### src/rtl/seven_segment_pkg.sv
// seven_segment_pkg: shared seven-segment constants (code table, nibble width).
// No ports; imported by the display driver and the readback monitor.
package seven_segment_pkg;

  localparam int DIGIT_W = 4;

  // abcdefg, bit 6 = a, active-low (0 = lit), index = hex value
  localparam logic [6:0] SEG_CODE [16] = '{
    7'b0000001, 7'b1001111, 7'b0010010, 7'b0000110,
    7'b1001100, 7'b0100100, 7'b0100000, 7'b0001111,
    7'b0000000, 7'b0000100, 7'b0000010, 7'b1100000,
    7'b0110001, 7'b1000010, 7'b0110000, 7'b0111000
  };

endpackage

### src/rtl/seven_segment_readback_if.sv
// seven_segment_readback_if: display bus in, readback results out.
// master = display/readback user side, slave = readback monitor.
interface seven_segment_readback_if
  import seven_segment_pkg::*;
#(
  parameter int NUM_DIGITS = 8
);
  logic                          i_Clear;
  logic [NUM_DIGITS-1:0]         i_Anode;
  logic [6:0]                    i_Segment;
  logic [DIGIT_W*NUM_DIGITS-1:0] o_Digits;
  logic [NUM_DIGITS-1:0]         o_Digit_Invalid;
  logic                          o_Frame_Valid;
  logic                          o_Error;

  modport master (
    output i_Clear, i_Anode, i_Segment,
    input  o_Digits, o_Digit_Invalid,
    input  o_Frame_Valid, o_Error
  );

  modport slave (
    input  i_Clear, i_Anode, i_Segment,
    output o_Digits, o_Digit_Invalid,
    output o_Frame_Valid, o_Error
  );
endinterface

### src/rtl/seven_segment_pattern_decoder.sv
// seven_segment_pattern_decoder: 7-bit active-low pattern -> {legal, nibble}.
// Ports: pattern (abcdefg) in; legal, nibble out. Purely combinational.
module seven_segment_pattern_decoder
  import seven_segment_pkg::*;
(
  input  logic [6:0]         pattern,
  output logic               legal,
  output logic [DIGIT_W-1:0] nibble
);

  always_comb begin
    legal  = 1'b0;
    nibble = '0;
    for (int i = 0; i < 16; i++) begin
      if (pattern == SEG_CODE[i]) begin
        legal  = 1'b1;
        nibble = DIGIT_W'(i);
      end
    end
  end

endmodule

### src/rtl/seven_segment_readback.sv
// seven_segment_readback: reconstructs digits from a scanned 7-seg bus.
// Ports: i_Clk, i_Rst_n (async low), bus (slave). Option: SEVSEG_RB_INPUT_SYNC_EN.
module seven_segment_readback
  import seven_segment_pkg::*;
#(
  parameter int NUM_DIGITS    = 8,
  parameter int SETTLE_CYCLES = 4
)(
  input  logic                      i_Clk,
  input  logic                      i_Rst_n,
  seven_segment_readback_if.slave   bus
);

  localparam int W  = NUM_DIGITS + 7;
  localparam int CW = $clog2(SETTLE_CYCLES + 1);
  localparam logic [CW-1:0] CNT_MAX  = CW'(SETTLE_CYCLES);
  localparam logic [CW-1:0] CNT_QUAL = CW'(SETTLE_CYCLES - 1);
  localparam logic [NUM_DIGITS-1:0] ONE = NUM_DIGITS'(1);

  logic [W-1:0] raw, s_in, s, s_d;
  logic [CW-1:0] cnt;

  assign raw = {bus.i_Anode, bus.i_Segment};

`ifdef SEVSEG_RB_INPUT_SYNC_EN
  logic [W-1:0] sync0, sync1;

  always_ff @(posedge i_Clk or negedge i_Rst_n) begin
    if (!i_Rst_n) begin
      sync0 <= '0;
      sync1 <= '0;
    end else begin
      sync0 <= raw;
      sync1 <= sync0;
    end
  end

  assign s_in = sync1;
`else
  assign s_in = raw;
`endif

  always_ff @(posedge i_Clk or negedge i_Rst_n) begin
    if (!i_Rst_n) begin
      s   <= '0;
      s_d <= '0;
      cnt <= '0;
    end else begin
      s   <= s_in;
      s_d <= s;
      if (s != s_d)
        cnt <= '0;
      else if (cnt != CNT_MAX)
        cnt <= cnt + 1'b1;
    end
  end

  logic               legal;
  logic [DIGIT_W-1:0] nibble;

  seven_segment_pattern_decoder u_dec (
    .pattern (s[6:0]),
    .legal   (legal),
    .nibble  (nibble)
  );

  logic [NUM_DIGITS-1:0] low, seen, seen_nxt;
  logic qual, one_low, multi, frame_hit;

  // cnt saturates past CNT_QUAL, so one stable window qualifies once
  assign qual    = (s == s_d) && (cnt == CNT_QUAL);
  assign low     = ~s[W-1:7];
  assign one_low = (low != '0) && ((low & (low - ONE)) == '0);
  assign multi   = (low != '0) && !one_low;

  assign seen_nxt  = seen | ((qual && one_low) ? low : '0);
  assign frame_hit = &seen_nxt;

  logic [NUM_DIGITS-1:0][DIGIT_W-1:0] digits;
  logic [NUM_DIGITS-1:0]              invalid;
  logic                               frame_valid;
  logic                               error;

  always_ff @(posedge i_Clk or negedge i_Rst_n) begin
    if (!i_Rst_n) begin
      digits      <= '0;
      invalid     <= '0;
      seen        <= '0;
      frame_valid <= 1'b0;
      error       <= 1'b0;
    end else if (bus.i_Clear) begin
      invalid     <= '0;
      seen        <= '0;
      frame_valid <= 1'b0;
      error       <= 1'b0;
    end else begin
      frame_valid <= frame_hit;
      seen        <= frame_hit ? '0 : seen_nxt;
      if (qual && multi)
        error <= 1'b1;
      if (qual && one_low) begin
        for (int k = 0; k < NUM_DIGITS; k++) begin
          if (low[k]) begin
            if (legal)
              digits[k] <= nibble;
            invalid[k] <= !legal;
          end
        end
      end
    end
  end

  assign bus.o_Digits        = digits;
  assign bus.o_Digit_Invalid = invalid;
  assign bus.o_Frame_Valid   = frame_valid;
  assign bus.o_Error         = error;

endmodule

### src/flat_wrapper.sv
// flat-port wrapper written by rule: the top's interface ports become plain ports
module seven_segment_readback_flat import seven_segment_pkg::*;
#(
  parameter int NUM_DIGITS    = 8,
  parameter int SETTLE_CYCLES = 4
)
  (i_Clk, i_Rst_n, bus_i_Clear, bus_i_Anode, bus_i_Segment, bus_o_Digits, bus_o_Digit_Invalid, bus_o_Frame_Valid, bus_o_Error);
  seven_segment_readback_if #(.NUM_DIGITS(NUM_DIGITS)) bus_i ();
  input  logic i_Clk;
  input  logic i_Rst_n;
  input wire logic [$bits(bus_i.i_Clear)-1:0] bus_i_Clear;
  input wire logic [$bits(bus_i.i_Anode)-1:0] bus_i_Anode;
  input wire logic [$bits(bus_i.i_Segment)-1:0] bus_i_Segment;
  output wire logic [$bits(bus_i.o_Digits)-1:0] bus_o_Digits;
  output wire logic [$bits(bus_i.o_Digit_Invalid)-1:0] bus_o_Digit_Invalid;
  output wire logic [$bits(bus_i.o_Frame_Valid)-1:0] bus_o_Frame_Valid;
  output wire logic [$bits(bus_i.o_Error)-1:0] bus_o_Error;
  assign bus_i.i_Clear = bus_i_Clear;
  assign bus_i.i_Anode = bus_i_Anode;
  assign bus_i.i_Segment = bus_i_Segment;
  assign bus_o_Digits = bus_i.o_Digits;
  assign bus_o_Digit_Invalid = bus_i.o_Digit_Invalid;
  assign bus_o_Frame_Valid = bus_i.o_Frame_Valid;
  assign bus_o_Error = bus_i.o_Error;
  seven_segment_readback #(.NUM_DIGITS(NUM_DIGITS), .SETTLE_CYCLES(SETTLE_CYCLES)) u_core (.i_Clk(i_Clk), .i_Rst_n(i_Rst_n), .bus(bus_i));
endmodule
### config.mk
export PLATFORM = sky130hd
export DESIGN_NAME = seven_segment_readback_flat
export DESIGN_NICKNAME = d
export VERILOG_FILES = /design/src/rtl/seven_segment_pkg.sv /design/src/rtl/seven_segment_readback_if.sv /design/src/rtl/seven_segment_pattern_decoder.sv /design/src/rtl/seven_segment_readback.sv /design/src/flat_wrapper.sv
export SDC_FILE = /design/constraint.sdc
export NUM_CORES = 1
export LEC_CHECK = 0
export BUFFER_PORTS_ARGS = -buffer_cell sky130_fd_sc_hd__buf_2
export CAP_MARGIN = 20
export CORE_MARGIN = 2
export CORE_UTILIZATION = 42
export CTS_BUF_LIST = sky130_fd_sc_hd__clkbuf_16
export DETAILED_ROUTE_END_ITERATION = 12
export SLEW_MARGIN = 30
export SYNTH_ARGS = -nofsm -noshare
export SYNTH_HDL_FRONTEND = slang
export SYNTH_SLANG_ARGS = --single-unit
export TNS_END_PERCENT = 5
### constraint.sdc
create_clock -name i_Clk -period 4.6 [get_ports i_Clk]
set_input_delay 0.46 -clock i_Clk [delete_from_list [all_inputs] [get_ports i_Clk]]
set_output_delay 0.46 -clock i_Clk [all_outputs]
set_load 0.01 [all_outputs]
[After elaboration in Yosys (flattened, before gate mapping)]
Cells that the tools add are included.
Operators by class
  add/sub/neg operators: 2
  equal/unequal tests: 19
  multiplexer cells: 49
  bitwise logic cells: 4
  reductions and logical operators: 38
Operators by type and width (number)
  4-bit two-way mux: 14
  8-bit two-way mux: 5
  7-bit by 6-bit equality test with 1-bit output (second input constant): 5
  4-bit AND reduction: 8
  7-bit equality test (second input constant): 4
  1-bit two-way mux: 28
  2-bit nonzero test: 11
  2-bit AND reduction: 8
  15-bit equality test: 1
  15-bit != test: 1
  7-bit by 3-bit equality test with 1-bit output (second input constant): 2
  8-bit AND: 1
  8-bit logical NOT: 1
  8-bit NOT: 1
  8-bit bitwise OR: 1
  8-bit AND reduction: 1
  8-bit nonzero test: 1
  8-bit by 1-bit subtractor with 8-bit output (second input constant): 1
  7-bit by 1-bit equality test with 1-bit output (second input constant): 1
  7-bit by 2-bit equality test with 1-bit output (second input constant): 1
  7-bit by 4-bit equality test with 1-bit output (second input constant): 1
  7-bit by 5-bit equality test with 1-bit output (second input constant): 1
  7-bit logical NOT: 1
  3-bit two-way mux: 2
  other kinds (6): 11
Storage, ports and cells
  bits in registers: 83
  input bits: 18
  output and inout bits: 42
  logic and storage cells: 134

[Longest topological paths before layout]
Gate-level depths: netlist (run 1).
  word-level depth: 21
  depth in mapped cells: 11
  depth with buffers taken out: 7

[By module]
A second synthesis (run 1) with hierarchy kept.
Second synthesis, totals
  cell total of the unflattened synthesis: 285
  area, all modules: 3575.9 um^2
By module, submodules not included
  seven_segment_readback: times used 1, cells an instance 239, area an instance 3276.9 um^2, sequential area each 2077.0 um^2
  seven_segment_pattern_decoder: times used 1, cells an instance 46, area an instance 299.0 um^2, sequential area each 0.0 um^2

[Worst setup path after synthesis (run 1)]
OpenSTA, ideal clock, no wires.
  path kind: reg2reg
  start: register u_core.s[3]
  end: register u_core.digits, in the netlist u_core.bus.o_Digits[0]
  setup time: 0.125 ns
  arrival time: 2.346 ns
  required time: 4.475 ns
  path slack: 2.129 ns
  cell stages (with the launch flop): 11
  buffers on the path: 3
  period minus slack after synthesis: 2.471 ns
  path through: dfrtp_1 > buf_6 > xor2_1 > nor4_2 > nand2_1 > and4bb_1 > buf_6 > nand2b_4 > buf_6 > nor4_4 > mux2_2
On the way
  word-level cells in the longest chain between the ends: 18
  elaborated cells on any way between the ends: 51
  those cells by class: eq/ne: 16; mux: 31; reduce/logical: 4
RTL lines
  start, declared: RTL line seven_segment_readback.sv:20  | logic [W-1:0] raw, s_in, s, s_d;
  start signal, assigned: RTL line seven_segment_readback.sv:49  | s <= s_in;
  7-bit by 1-bit equality test with 1-bit output: RTL line seven_segment_pattern_decoder.sv:15  | if (pattern == SEG_CODE[i]) begin
  1-bit two-way mux (16 in series): RTL line seven_segment_pattern_decoder.sv:15
  4-bit AND reduction (no source line)
  end signal, assigned by index: RTL line seven_segment_readback.sv:105  | digits[k] <= nibble;
  end, declared: RTL line seven_segment_readback.sv:79  | logic [NUM_DIGITS-1:0][DIGIT_W-1:0] digits;
Parallel ways exist; a longest one is shown, timed or not.
A chain may end at the register's enable or synchronous reset.

[Worst setup path in the final report (run 1)]
  start: register u_core.s[3]
  end: register u_core.digits, in the netlist u_core.bus.o_Digits[14]
The elaborated chain is that of the path after synthesis.

==> impl_metrics.json, run 1 <==
{
  "die_area_um2": 9690,
  "ant_nets": 0,
  "core-area_um2": 8680,
  "dp.cells": 437,
  "first_pass_iters": 4,
  "nFillCells": 776,
  "critPathKind": "reg2reg",
  "clockPowerShare": 0.462,
  "clock.fmax_mhz": 328,
  "area_growth_pct": 16.1,
  "yosys.area_share.simple": 0.160,
  "synth_fp_nets": 312,
  "hold_class": "in2async",
  "cpLargestDelayFamily": "simple AND/OR/NAND/NOR gates",
  "cp_num_buf_inv": 0,
  "ys_types": 45,
  "fin_worst_skew_ps": 7.55,
  "endpoint_kind": "flip-flop",
  "syn_inst": 291,
  "routed_wl_mm": 7.31,
  "fin_nets": 361,
  "std_cell_rows": 34,
  "setup_viol": 0,
  "htree_levels": 3,
  "synth_common_cells": "dfrtp_1 (83), mux2_2 (32), a21oi_1 (24)",
  "viasPerCell": 5.26,
  "required_ps": 4820,
  "ctsResizeCount": 0,
  "synth_top_area_share": 0.555,
  "gr-total-overflow": 0,
  "power_uw": 1560,
  "maxSlewViolCount": 0,
  "syn_avg_cell_area_um2": 12.9,
  "grt_max_degree": 84,
  "grt_pass1_wl_mm": 12.1,
  "port_buffers": 59,
  "layout_min_cycle_time_ps": 3050,
  "drt_iter0_markers": 127,
  "die_w_um": 98.4,
  "cts_tree": "built",
  "clk_latency_ps": 330,
  "p_sw_frac": 0.237,
  "antenna_found_initial": 0,
  "worst_path_max_delay_cell": "and4bb_1",
  "grt_usage": 0.159,
  "setup.worst_path.start_class": "flip-flop",
  "path_cells": "xor2_1, nor4_2, nand2_1, and4bb_1, nand2b_4, nor4_4, mux2_2",
  "ios": 60,
  "chipHeight_um": 98.4,
  "antenna_cells": 0,
  "synth_top_family_by_area": "simple AND/OR/NAND/NOR gates",
  "reg2reg_from": "u_core.s[3]$_DFF_PN0_",
  "reg2reg_slack_ps": 1550,
  "synth_compound_area_frac": 0.0966,
  "synthAdderAreaFrac": 0.0127,
  "switchingPower_uw": 370,
  "cts_max_path_buffers": 2,
  "startpoint": "u_core.s[3]$_DFF_PN0_",
  "period_share": 0.662,
  "cts.sink_count": 83,
  "crit_path_max_incr_delay_ps": 550,
  "rsz0062_at_grt": "false",
  "status": "finished, final reports clean",
  "power-per-cell-area_nw_per_um2": 359,
  "ir_drop_v": 0.000212,
  "final_cells": 453,
  "worst_ep_arrival_time_ps": 3260,
  "synth-main-ff-cell": "dfrtp_1",
  "cap_violations": 0,
  "p_comb_frac": 0.045,
  "hold_buffers": 0,
  "muxShareOfSynthArea": 0.0962,
  "yosysWarningCount": 0,
  "critPathMaxFanout": 24,
  "grt_pass1_vias": 2333,
  "hold_violations": 0,
  "cts_buffers": 9,
  "rr_worst_depth": 7,
  "drc": 0,
  "clk_pin_slew_ps": 70,
  "wire_per_inst_um": 16.1,
  "drive_gt1_frac": 0.368,
  "p_leak_uw": 0.00204,
  "ys_ff_latch": 83,
  "netlist_area_um2": 3740,
  "start_util": 0.432,
  "relSlewSlack": 0.491,
  "synth.most_common_cell": "dfrtp_1",
  "seqPwrFrac": 0.493,
  "p_int_uw": 1190,
  "cts-root-buf": "clkbuf_16",
  "rr_endpoint": "u_core.bus.o_Digits[14]$_DFFE_PN0P_",
  "synth-edff-count": 0,
  "fin_tns_setup_ps": 0,
  "netlist_top_cells_area": "dfrtp_1 (55%), mux2_2 (9.6%), nor4_4 (4.5%), a21oi_1 (3.2%), xor2_1 (2.6%)",
  "postLayoutCoreUtil": 0.501,
  "via_count": 2382,
  "async_reset_ff_frac": 1.00,
  "seq_area_frac_synth": 0.555,
  "post_cts_buffers": 0,
  "synth-xor-area-share": 0.0374,
  "finalWeightedCongestion": 0.815,
  "tightest_slew_ps": 756,
  "dpl.hpwl_mm": 4.84,
  "yosys.area.top_type": "dfrtp_1"
}
[kinds of logic after synthesis]
group           count (synthesis)
simple gates                   74
compound gates                 56
buf+inv                        26
mux                            32
flops                          83
fa+ha+maj                       4
xor+xnor                       16
[worst max path at each step]
stage / endpoint / slack, ps / cells past startpoint
global route: u_core.bus.o_Digits[16]$_DFFE_PN0P_ / 1310 / 7
finish: u_core.bus.o_Digits[14]$_DFFE_PN0P_ / 1550 / 7
floorplan: u_core.bus.o_Digits[0]$_DFFE_PN0P_ / 2130 / 10
global placement: u_core.bus.o_Digits[30]$_DFFE_PN0P_ / 1550 / 7
CTS: u_core.bus.o_Digits[14]$_DFFE_PN0P_ / 1530 / 7
detailed placement: u_core.bus.o_Digits[14]$_DFFE_PN0P_ / 1540 / 7
[power groups by stage]
stage               combinational (µW)  clock (µW)  sequential (µW)
floorplan                         63.1           0              763
global placement                  69.8           0              784
detailed placement                71.6           0              785
CTS                               72.0         738              771
global route                      78.6         772              774
finish                            70.1         722              771
[layout make-up]
cell class                      count  area, µm²  share of cell area
Sequential cell                    83       2080               0.478
Multi-Input combinational cell    182       1510               0.347
Clock inverter                      7       76.3              0.0175
Clock buffer                        9        225              0.0518
Inverter                            4       15.0             0.00345
Tap cell                          108        135              0.0311
Timing Repair Buffer               60        313              0.0719
[state kept, by name (all words and copies together), names as in the netlist]
register	flops
u_core.bus.o_Digits	32
u_core.s	15
u_core.s_d	15
u_core.bus.o_Digit_Invalid	8
u_core.seen	8
u_core.cnt	3
u_core.bus.o_Error	1
u_core.bus.o_Frame_Valid	1
[metal layers]
metal	up-vias	part of all wire	track usage
met2	48	0.46	0.235
met5	-	0	0
met4	0	0.010	0.0527
li1	1151	-	-
met1	1175	0.49	0.228
met3	8	0.043	0.0440
[per-stage QoR]
stage / hold WS (ps) / cell area, µm² / worst slack [ps]
2_1_floorplan: 164 / 3740 / 2130
3_3_place_gp: 483 / 4030 / 1550
3_5_place_dp: 485 / 4050 / 1540
4_1_cts: 220 / 4350 / 1530
5_1_grt: 221 / 4350 / 1310
6_report: 186 / 4350 / 1550
[cells in the final DEF, fill, tap and decap left out, drive strengths merged, types with 2 or more instances in the layout]
cell       n
xnor2      5
mux2      32
a21oi     25
nor2      19
buf       60
ha         3
o21ai     13
nor3       4
or3b       7
nand4b     2
clkbuf     9
a211oi     9
xor2      11
nand3      7
nand2b     2
nand4      4
clkinvlp   2
nand2      7
and3b      2
nor4b      2
clkinv     2
dfrtp     83
nand3b     2
nor4      13
inv        6
(Power assumes the default switching activity.)
==> run 2, diff against run 1 <==
clock period = 2.5 ns   (was 4.6 ns; I/O delays follow)
==> impl_metrics.json, run 2 (synthesis gave the netlist of run 1 again) <==
{
  "status": "finished, final reports clean",
  "critPathKind": "reg2reg",
  "drt_iter0_markers": 103,
  "fin_nets": 391,
  "antenna_cells": 0,
  "fin_area_um2": 4670,
  "ir_drop_v": 0.000498,
  "die_area_um2": 9690,
  "viasPerCell": 5.34,
  "antenna_found_initial": 0,
  "ios": 60,
  "finalWeightedCongestion": 0.766,
  "routed_wl_mm": 7.69,
  "power_uw": 2980,
  "nFillCells": 789,
  "fin_worst_skew_ps": 6.37,
  "rr_worst_depth": 8,
  "start_util": 0.432,
  "grt_util_met3": 0.0376,
  "critPathCapture": "u_core.bus.o_Digits[23]$_DFFE_PN0P_",
  "use_met1": 0.237,
  "largest_reg_flops": 32,
  "cap_violations": 0,
  "cts_max_path_buffers": 2,
  "core-area_um2": 8680,
  "gr-total-overflow": 0,
  "reg2reg_from": "u_core.s[11]$_DFF_PN0_",
  "rsz0062_at_grt": "true",
  "grtUsageMet2": 0.257,
  "htree_levels": 3,
  "reg2reg_slack_ps": 90,
  "setup.worst_path.start_class": "flip-flop",
  "dpl.hpwl_mm": 5.35,
  "cts.sink_count": 83,
  "grt_usage": 0.167,
  "global_route.peak_usage_layer": "met2",
  "cts_buffers": 9,
  "die_w_um": 98.4,
  "period_share": 0.965,
  "tightest_slew_ps": 713,
  "endpoint_kind": "flip-flop",
  "startpoint": "u_core.s[11]$_DFF_PN0_",
  "place_area_um2": 4250,
  "p_leak_uw": 0.00222,
  "hold_violations": 0,
  "ant_nets": 0,
  "hold_ws_ps": 26.9,
  "clk_latency_ps": 330,
  "drive_gt1_frac": 0.445,
  "port_buffers": 59,
  "power-per-cell-area_nw_per_um2": 638,
  "clk_pin_slew_ps": 60,
  "maxSlewViolCount": 0,
  "wire_per_inst_um": 15.9,
  "layout_min_cycle_time_ps": 2410,
  "grt_pass1_wl_mm": 12.9,
  "worst_ep_arrival_time_ps": 2620,
  "first_pass_iters": 4,
  "min_from": "bus_i_Anode[7]",
  "final_cell_mix": "dfrtp_1 (79), buf_2 (58), mux2_2 (31)",
  "cts_tree": "built",
  "fin_tns_setup_ps": 0,
  "pre_cts_slack_ps": 62.2,
  "critPathMaxFanout": 10,
  "via_count": 2580,
  "required_ps": 2710,
  "drc": 0,
  "rr_endpoint": "u_core.bus.o_Digits[23]$_DFFE_PN0P_",
  "std_cell_rows": 34,
  "relSlewSlack": 0.525,
  "cts-root-buf": "clkbuf_16",
  "clock.fmax_mhz": 414,
  "setup_slack_ps": 86.7,
  "hold_class": "in2reg",
  "chipHeight_um": 98.4,
  "grt_max_degree": 68,
  "setup_viol": 0,
  "area_growth_pct": 24.6,
  "mostFrequentLayoutCell": "dfrtp_1",
  "grt_pass1_vias": 2532
}
run 2: cell count changes in the layout (fill, tap and decap cells not counted), sizes merged:
cell         change
bufinv           +1
inv              -1
clkinvlp         -2
clkinv           +2
buf             +29
dlygate4sd3      +1
run 2: worst max-delay path: stages, from the launching register on:
cell and delay (ps):
dfrtp_1 390, buf_4 190, maj3_1 360, a31o_2 260, o21ai_2 190, nand2b_4 380, nor4_4 50, buf_4 180
mux2_4 290
run 2: power by group:
group	leakage (µW)	internal, µW	switching (µW)
logic	0.000979	76.4	128
clock network	0.000158	872	516
registers	0.00109	1370	16.6
total	0.00222	2320	660
run 2: layout make-up:
cell class              count  area, µm²  share of cell area
multi-input cells         182       1550               0.333
well taps                 108        135              0.0290
flip-flops and latches     83       2080               0.446
repair buffers             90        562               0.120
clock inverters             7       93.8              0.0201
clock buffers               9        225              0.0483
inverters                   4       15.0             0.00322
run 2: through the flow:
step	cells	utilization
final	483	0.538
after global routing	483	0.538
after CTS	478	0.527
after detailed placement	461	0.489
after global placement	461	0.489
after floorplan	291	-
run 2: worst min-delay path by stage:
stage               depth (start not counted)  slack [ps]                                   endpoint
floorplan                                   0         -50  u_core.bus.o_Digit_Invalid[0]$_DFFE_PN0P_
global placement                            1         130                      u_core.s[7]$_DFF_PN0_
detailed placement                          1         130                      u_core.s[7]$_DFF_PN0_
CTS                                         1          10                     u_core.s[14]$_DFF_PN0_
global route                                1          10                      u_core.s[7]$_DFF_PN0_
finish                                      1          30                     u_core.s[14]$_DFF_PN0_
run 2: repair_timing:
action | 4_1_cts | 5_1_grt
hold buffers | 1 | 0
setup buffers | 0 | 5
endpoints found under the hold margin | 16 | 0
resized for setup | 0 | 15
endpoints found under the setup margin | 0 | 44
run 2: routing by layer:
metal | share of wire | vias up
met3 | 0.039 | 14
met5 | 0 | -
li1 | - | 1207
met4 | 0.017 | 0
met1 | 0.48 | 1303
met2 | 0.47 | 56
